===== src/rtl/cpu_ctrl_pkg.sv =====
// Shared types and instruction encodings for the multi-cycle CPU control sequencer.
package cpu_ctrl_pkg;

  typedef enum logic [2:0] {
    ST_IDLE      = 3'd0,
    ST_FETCH     = 3'd1,
    ST_DECODE    = 3'd2,
    ST_EXECUTE   = 3'd3,
    ST_WRITEBACK = 3'd4,
    ST_HALT      = 3'd5,
    ST_ERROR     = 3'd6
  } state_t;

  typedef enum logic [1:0] {
    ALU_NONE = 2'b00,
    ALU_ADD  = 2'b01,
    ALU_SUB  = 2'b10
  } alu_op_t;

  localparam logic [6:0]  OPC_RTYPE  = 7'b0110011;
  localparam logic [2:0]  F3_ADDSUB  = 3'b000;
  localparam logic [6:0]  F7_ADD     = 7'b0000000;
  localparam logic [6:0]  F7_SUB     = 7'b0100000;
  localparam logic [31:0] INSTR_NOP  = 32'h0000_0013;
  localparam logic [31:0] INSTR_HALT = 32'h0000_0073;

  // Returns the ALU operation for a register-register add/sub, ALU_NONE for anything else.
  function automatic alu_op_t decode_rtype(input logic [31:0] instr);
    alu_op_t op;
    op = ALU_NONE;
    if (instr[6:0] == OPC_RTYPE && instr[14:12] == F3_ADDSUB) begin
      if (instr[31:25] == F7_ADD)      op = ALU_ADD;
      else if (instr[31:25] == F7_SUB) op = ALU_SUB;
    end
    return op;
  endfunction

endpackage


===== src/rtl/cpu_control_fsm_sat_counter.sv =====
// Saturating up-counter: counts inc pulses and holds at all-ones instead of wrapping.
module sat_counter #(
  parameter int W = 32
) (
  input  logic         clock,
  input  logic         reset,
  input  logic         inc,
  output logic [W-1:0] count
);

  // NOTE: sequential state is always updated with non-blocking assignments so
  // every flop samples pre-edge values regardless of process ordering.
  always_ff @(posedge clock or negedge reset) begin
    if (!reset)                    count <= '0;
    else if (inc && (count != '1)) count <= count + 1'b1;
  end

endmodule


===== src/rtl/cpu_control_fsm.sv =====
// Multi-cycle fetch/decode/execute/writeback sequencer with halt, illegal and
// fetch-timeout detection plus cycle and retired-instruction counters.
module cpu_control_fsm
  import cpu_ctrl_pkg::*;
#(
  parameter int TIMEOUT = 15,
  parameter int CNT_W   = 32
) (
  input  logic             clock,
  input  logic             reset,
  input  logic             run,
  input  logic [31:0]      instruction,
  input  logic             mem_ready,
  output logic             mem_req,
  output logic             ir_load,
  output logic             pc_inc,
  output logic             reg_we,
  output logic [1:0]       alu_op,
  output logic [2:0]       state,
  output logic             halted,
  output logic             illegal,
  output logic             timeout_err,
  output logic [CNT_W-1:0] cycle_count,
  output logic [CNT_W-1:0] retired_count
);

  localparam logic [7:0] TIMER_LAST = 8'(TIMEOUT - 1);

  state_t     state_q, state_nx;
  logic [7:0] timer_q, timer_nx;
  alu_op_t    alu_q, alu_nx;
  logic       illegal_nx, timeout_nx;
  alu_op_t    dec_op;
  logic       active;

  assign dec_op = decode_rtype(instruction);

  // NOTE: every variable assigned here gets a default first, so no path
  // through the case statement can leave one unassigned and infer a latch.
  always_comb begin
    state_nx   = state_q;
    timer_nx   = timer_q;
    alu_nx     = alu_q;
    illegal_nx = illegal;
    timeout_nx = timeout_err;
    case (state_q)
      ST_IDLE: if (run) state_nx = ST_FETCH;
      ST_FETCH: begin
        if (mem_ready) begin
          state_nx = ST_DECODE;
          timer_nx = '0;
        end else if (timer_q == TIMER_LAST) begin
          state_nx   = ST_ERROR;
          timeout_nx = 1'b1;
        end else begin
          timer_nx = timer_q + 8'd1;
        end
      end
      ST_DECODE: begin
        if (dec_op != ALU_NONE) begin
          alu_nx   = dec_op;
          state_nx = ST_EXECUTE;
        end else if (instruction == INSTR_NOP) begin
          state_nx = run ? ST_FETCH : ST_IDLE;
        end else if (instruction == INSTR_HALT) begin
          state_nx = ST_HALT;
        end else begin
          state_nx   = ST_ERROR;
          illegal_nx = 1'b1;
        end
      end
      ST_EXECUTE:   state_nx = ST_WRITEBACK;
      ST_WRITEBACK: state_nx = run ? ST_FETCH : ST_IDLE;
      default:      state_nx = state_q;
    endcase
  end

  always_ff @(posedge clock or negedge reset) begin
    if (!reset) begin
      state_q     <= ST_IDLE;
      timer_q     <= '0;
      alu_q       <= ALU_NONE;
      illegal     <= 1'b0;
      timeout_err <= 1'b0;
    end else begin
      state_q     <= state_nx;
      timer_q     <= timer_nx;
      alu_q       <= alu_nx;
      illegal     <= illegal_nx;
      timeout_err <= timeout_nx;
    end
  end

  assign state   = state_q;
  assign mem_req = (state_q == ST_FETCH);
  assign ir_load = (state_q == ST_FETCH) && mem_ready;
  assign halted  = (state_q == ST_HALT);
  assign alu_op  = (state_q == ST_EXECUTE || state_q == ST_WRITEBACK) ? alu_q : ALU_NONE;
  // Writes to x0 are suppressed but the instruction still retires.
  assign reg_we  = (state_q == ST_WRITEBACK) && (instruction[11:7] != 5'd0);
  assign pc_inc  = (state_q == ST_WRITEBACK) ||
                   ((state_q == ST_DECODE) && (instruction == INSTR_NOP));
  assign active  = (state_q == ST_FETCH) || (state_q == ST_DECODE) ||
                   (state_q == ST_EXECUTE) || (state_q == ST_WRITEBACK);

  sat_counter #(.W(CNT_W)) u_cycle_cnt (
    .clock (clock),
    .reset (reset),
    .inc   (active),
    .count (cycle_count)
  );

  sat_counter #(.W(CNT_W)) u_retired_cnt (
    .clock (clock),
    .reset (reset),
    .inc   (pc_inc),
    .count (retired_count)
  );

endmodule


===== config.mk =====
export PLATFORM = sky130hd
export DESIGN_NAME = cpu_control_fsm
export DESIGN_NICKNAME = d
export VERILOG_FILES = /design/src/rtl/cpu_ctrl_pkg.sv /design/src/rtl/cpu_control_fsm_sat_counter.sv /design/src/rtl/cpu_control_fsm.sv
export SDC_FILE = /design/constraint.sdc
export NUM_CORES = 1
export LEC_CHECK = 0
export BUFFER_PORTS_ARGS = -buffer_cell sky130_fd_sc_hd__buf_2
export CORE_MARGIN = 5
export CORE_UTILIZATION = 30
export CTS_CLUSTER_SIZE = 8
export DETAILED_ROUTE_END_ITERATION = 7
export PLACE_DENSITY_LB_ADDON = 0.2
export SLEW_MARGIN = 20
export SYNTH_ARGS = -nofsm -noshare
export SYNTH_HDL_FRONTEND = slang
export SYNTH_HIERARCHICAL = 1
export SYNTH_SLANG_ARGS = --single-unit

===== constraint.sdc =====
create_clock -name clock -period 4.72 [get_ports clock]
set_input_delay 0.236 -clock clock [delete_from_list [all_inputs] [get_ports clock]]
set_output_delay 0.236 -clock clock [all_outputs]
set_load 0.02 [all_outputs]

==> results.cfg <==
[sta]
timing.final.hold_violations = 0
report.final.slew_viol_count = 0
post-route-min-period_ns = 2.92
fmax_mhz = 343
fin_tns_setup_ns = 0
grt_setup_unrepaired = false
clock_skew_ns = 0.00868
post-route-period-util_pct = 61.8
finalSetupViolations = 0
worst_slew_margin_rel_pct = 51.8
tightestPinTransition_ns = 0.723

[grt]
grt_util_all_layers_pct = 13.8
vias_in_the_first_global_route = 3631
grt_antenna_before_repair = 0
largest_net_degree_at_the_start_of_global_routing = 80
globalRouteOverflowTotal = 0
wire_length_of_the_first_global_routing_pass_um = 18500

[route]
route.antenna.remaining_nets = 0
detail_route.wirelength_um = 11000
drt_first_iter_violations = 209
routed_wire_length_per_instance_um = 15.2
drt-pass1-iter-count = 4
post-route-drc-count = 0
via_density = 5.08
routed-via-count = 3685

[pwr]
power_switching_mw = 0.297
pwr-share-seq_pct = 42.7
totalPowerFinal_mw = 1.59
switching_share_pct = 18.7
share_clk_of_total_power_pct = 55.0
leakagePower_nw = 2.48
comb_power_share_pct = 2.3
p_per_area_nw_per_um2 = 295
irDropWorstVdd_mv = 0.124
intPower_mw = 1.29

[finish]
drive_gt1_share_pct = 28.8
highest_count_cells_in_the_layout_ignoring_fill_and_taps = 110 x buf_2, 79 x dfrtp_1, 50 x xnor2_1
layout-area-overhead-vs-synth_pct = 27.0
fillers = 1434
final_design_area_no_fill_um2 = 5390
antenna_cells = 0
fin_nets = 581
fin_util_pct = 38.8
mostFrequentLayoutCell = buf_2

[job]
cap_viol_max_count = 0

[critical_path]
crit_fanout = 13
critical_path.startpoint_type = register
critPathLaunch = state[2]$_DFFE_PN0P_
endpoint_kind = register
critical_path_required_time_ns = 4.98
critical_path_class = register to register
critical_path_arrival_ns = 3.17
worstReg2RegStart = state[2]$_DFFE_PN0P_
reg2regPathDepth = 8
crit_end = u_retired_cnt/count[29]$_DFFE_PN0P_
reg2reg_setup_slack_ns = 1.80
worst_r2r_endpoint = u_retired_cnt/count[29]$_DFFE_PN0P_

[clock_network]
worstSkewPairLatency_ns = 0.34
max_clock_buf_depth = 2
sinks_on_clock_net = 79
htree_num_levels = 3
numCtsBuffers = 9
cts_tree = done
cts.root.buffer_cell = clkbuf_16
postCtsSetupRepairBufs = 0
clk_pin_slew_worst_paths_ns = 0.06

[yosys]
synth.lib_cells_used.distinct = 47
postSynthCellCount = 424
yosys_warnings = 6
dominantRegCellSynth = dfrtp_1
post_synth_instance_area_um2 = 4240
synth_area_leaders = dfrtp_1 47%, xnor2_1 10%, nand4_1 4.7%, nand3_1 4.2%, nand2_1 4.2%
synth_seq_cells = 79
async_flop_share_pct = 100
netlist.area_leader.share_pct = 46.6
synth_largest_area_cell = dfrtp_1
synth-edff-count = 0
synth_sequential_area_ratio_pct = 46.6
synth_area_per_cell_um2 = 10.0
synth.net_count = 464

[placed_design]
gpl.final_weighted_congestion = 0.832
hpwlAfterDp_um = 8240
post_dp_cell_area_um2 = 4990
place.port_buffers = 111

[floorplanning]
design.core.area_um2 = 13900
die_y_um = 129
initial_core_util_pct = 30.6
floorplan_row_count = 43
ioPinCount = 112
chipWidth_um = 129
die_area_um2 = 16600

[status]
outcome = finished, final reports clean

[worst_hold_path]
min-delay-start = instruction[30]
hold_path.class = primary input to register
flip-flops by register name (all words and copies together) (netlist names):
| signal | flops |
|---|---|
| illegal | 1 |
| timer_q | 8 |
| alu_q | 2 |
| u_retired_cnt/count | 32 |
| timeout_err | 1 |
| state | 3 |
| u_cycle_cnt/count | 32 |
per-layer routing:
metal / global-route usage, % / share of wire (%) / vias to the layer above
met5: 0 / 0 / -
met4: 5.87 / 2.0 / 0
met3: 2.95 / 4.8 / 18
met2: 21.5 / 47 / 97
met1: 18.5 / 46 / 1789
li1: - / - / 1781
cell usage after synthesis, drive strengths merged (8+ instances only):
master	number
nand4	34
and4	8
o21ai	12
nand3	38
nor3	15
xor2	12
nor4	14
a21oi	8
nor2	35
nand2	49
xnor2	50
dfrtp	79
critical path, stage by stage, from the launching register on:
cell     delay (ns)
dfrtp_1        0.51
or4b_2         0.70
o31ai_1        0.21
buf_4          0.19
and3_1         0.20
nor2b_1        0.49
nand4_1        0.18
nor4_2         0.20
xor2_1         0.17
metrics by stage:
step	cells	setup slack [ns]	hold WS, ns
after global placement	709	1.73	0.459
after floorplan	424	1.32	-0.0596
after global routing	726	1.60	0.162
after detailed placement	709	1.63	0.467
after CTS	725	1.83	0.112
final	726	1.80	0.178
cell type report:
class | count | area, um^2 | share of cell area [%]
multi-input cells | 330 | 2190 | 40.7
repair buffers | 114 | 587 | 10.9
inverters | 7 | 26.3 | 0.488
clock inverters | 5 | 128 | 2.37
clock buffers | 11 | 253 | 4.69
well taps | 180 | 225 | 4.18
flip-flops and latches | 79 | 1980 | 36.7
logic make-up after synthesis:
group           Yosys count  synth area share [%]
simple gates            221                  29.9
flops                    79                  46.6
xor+xnor                 62                  12.8
compound gates           37                  6.22
buf+inv                  15                  1.74
mux                       6                  1.59
fa+ha+maj                 4                  1.18
how the worst min path moves through the flow:
| stage | end | slack [ns] | cells after the start |
|---|---|---|---|
| 5_1_grt | alu_q[1]$_DFFE_PN0P_ | 0.16 | 2 |
| 4_1_cts | u_retired_cnt/count[10]$_DFFE_PN0P_ | 0.11 | 1 |
| 3_3_place_gp | illegal$_DFFE_PN0P_ | 0.46 | 2 |
| 3_5_place_dp | timeout_err$_DFFE_PN0P_ | 0.47 | 1 |
| 2_1_floorplan | alu_q[0]$_DFFE_PN0P_ | -0.06 | 0 |
| 6_report | alu_q[1]$_DFFE_PN0P_ | 0.18 | 2 |
what timing repair did:
action	4_1_cts	5_1_grt
hold endpoints to repair	0	23
hold buffers	0	1
gates resized for setup	0	0
power by group through the flow:
stage / Clock, mW / Combinational, mW / Sequential (mW)
4_1_cts: 0.903 / 0.0367 / 0.678
6_report: 0.874 / 0.0360 / 0.678
5_1_grt: 0.930 / 0.0422 / 0.677
3_3_place_gp: 0 / 0.0360 / 0.690
3_5_place_dp: 0 / 0.0366 / 0.690
2_1_floorplan: 0 / 0.00476 / 0.691
No activity file was read; power rests on OpenSTA's default activity.
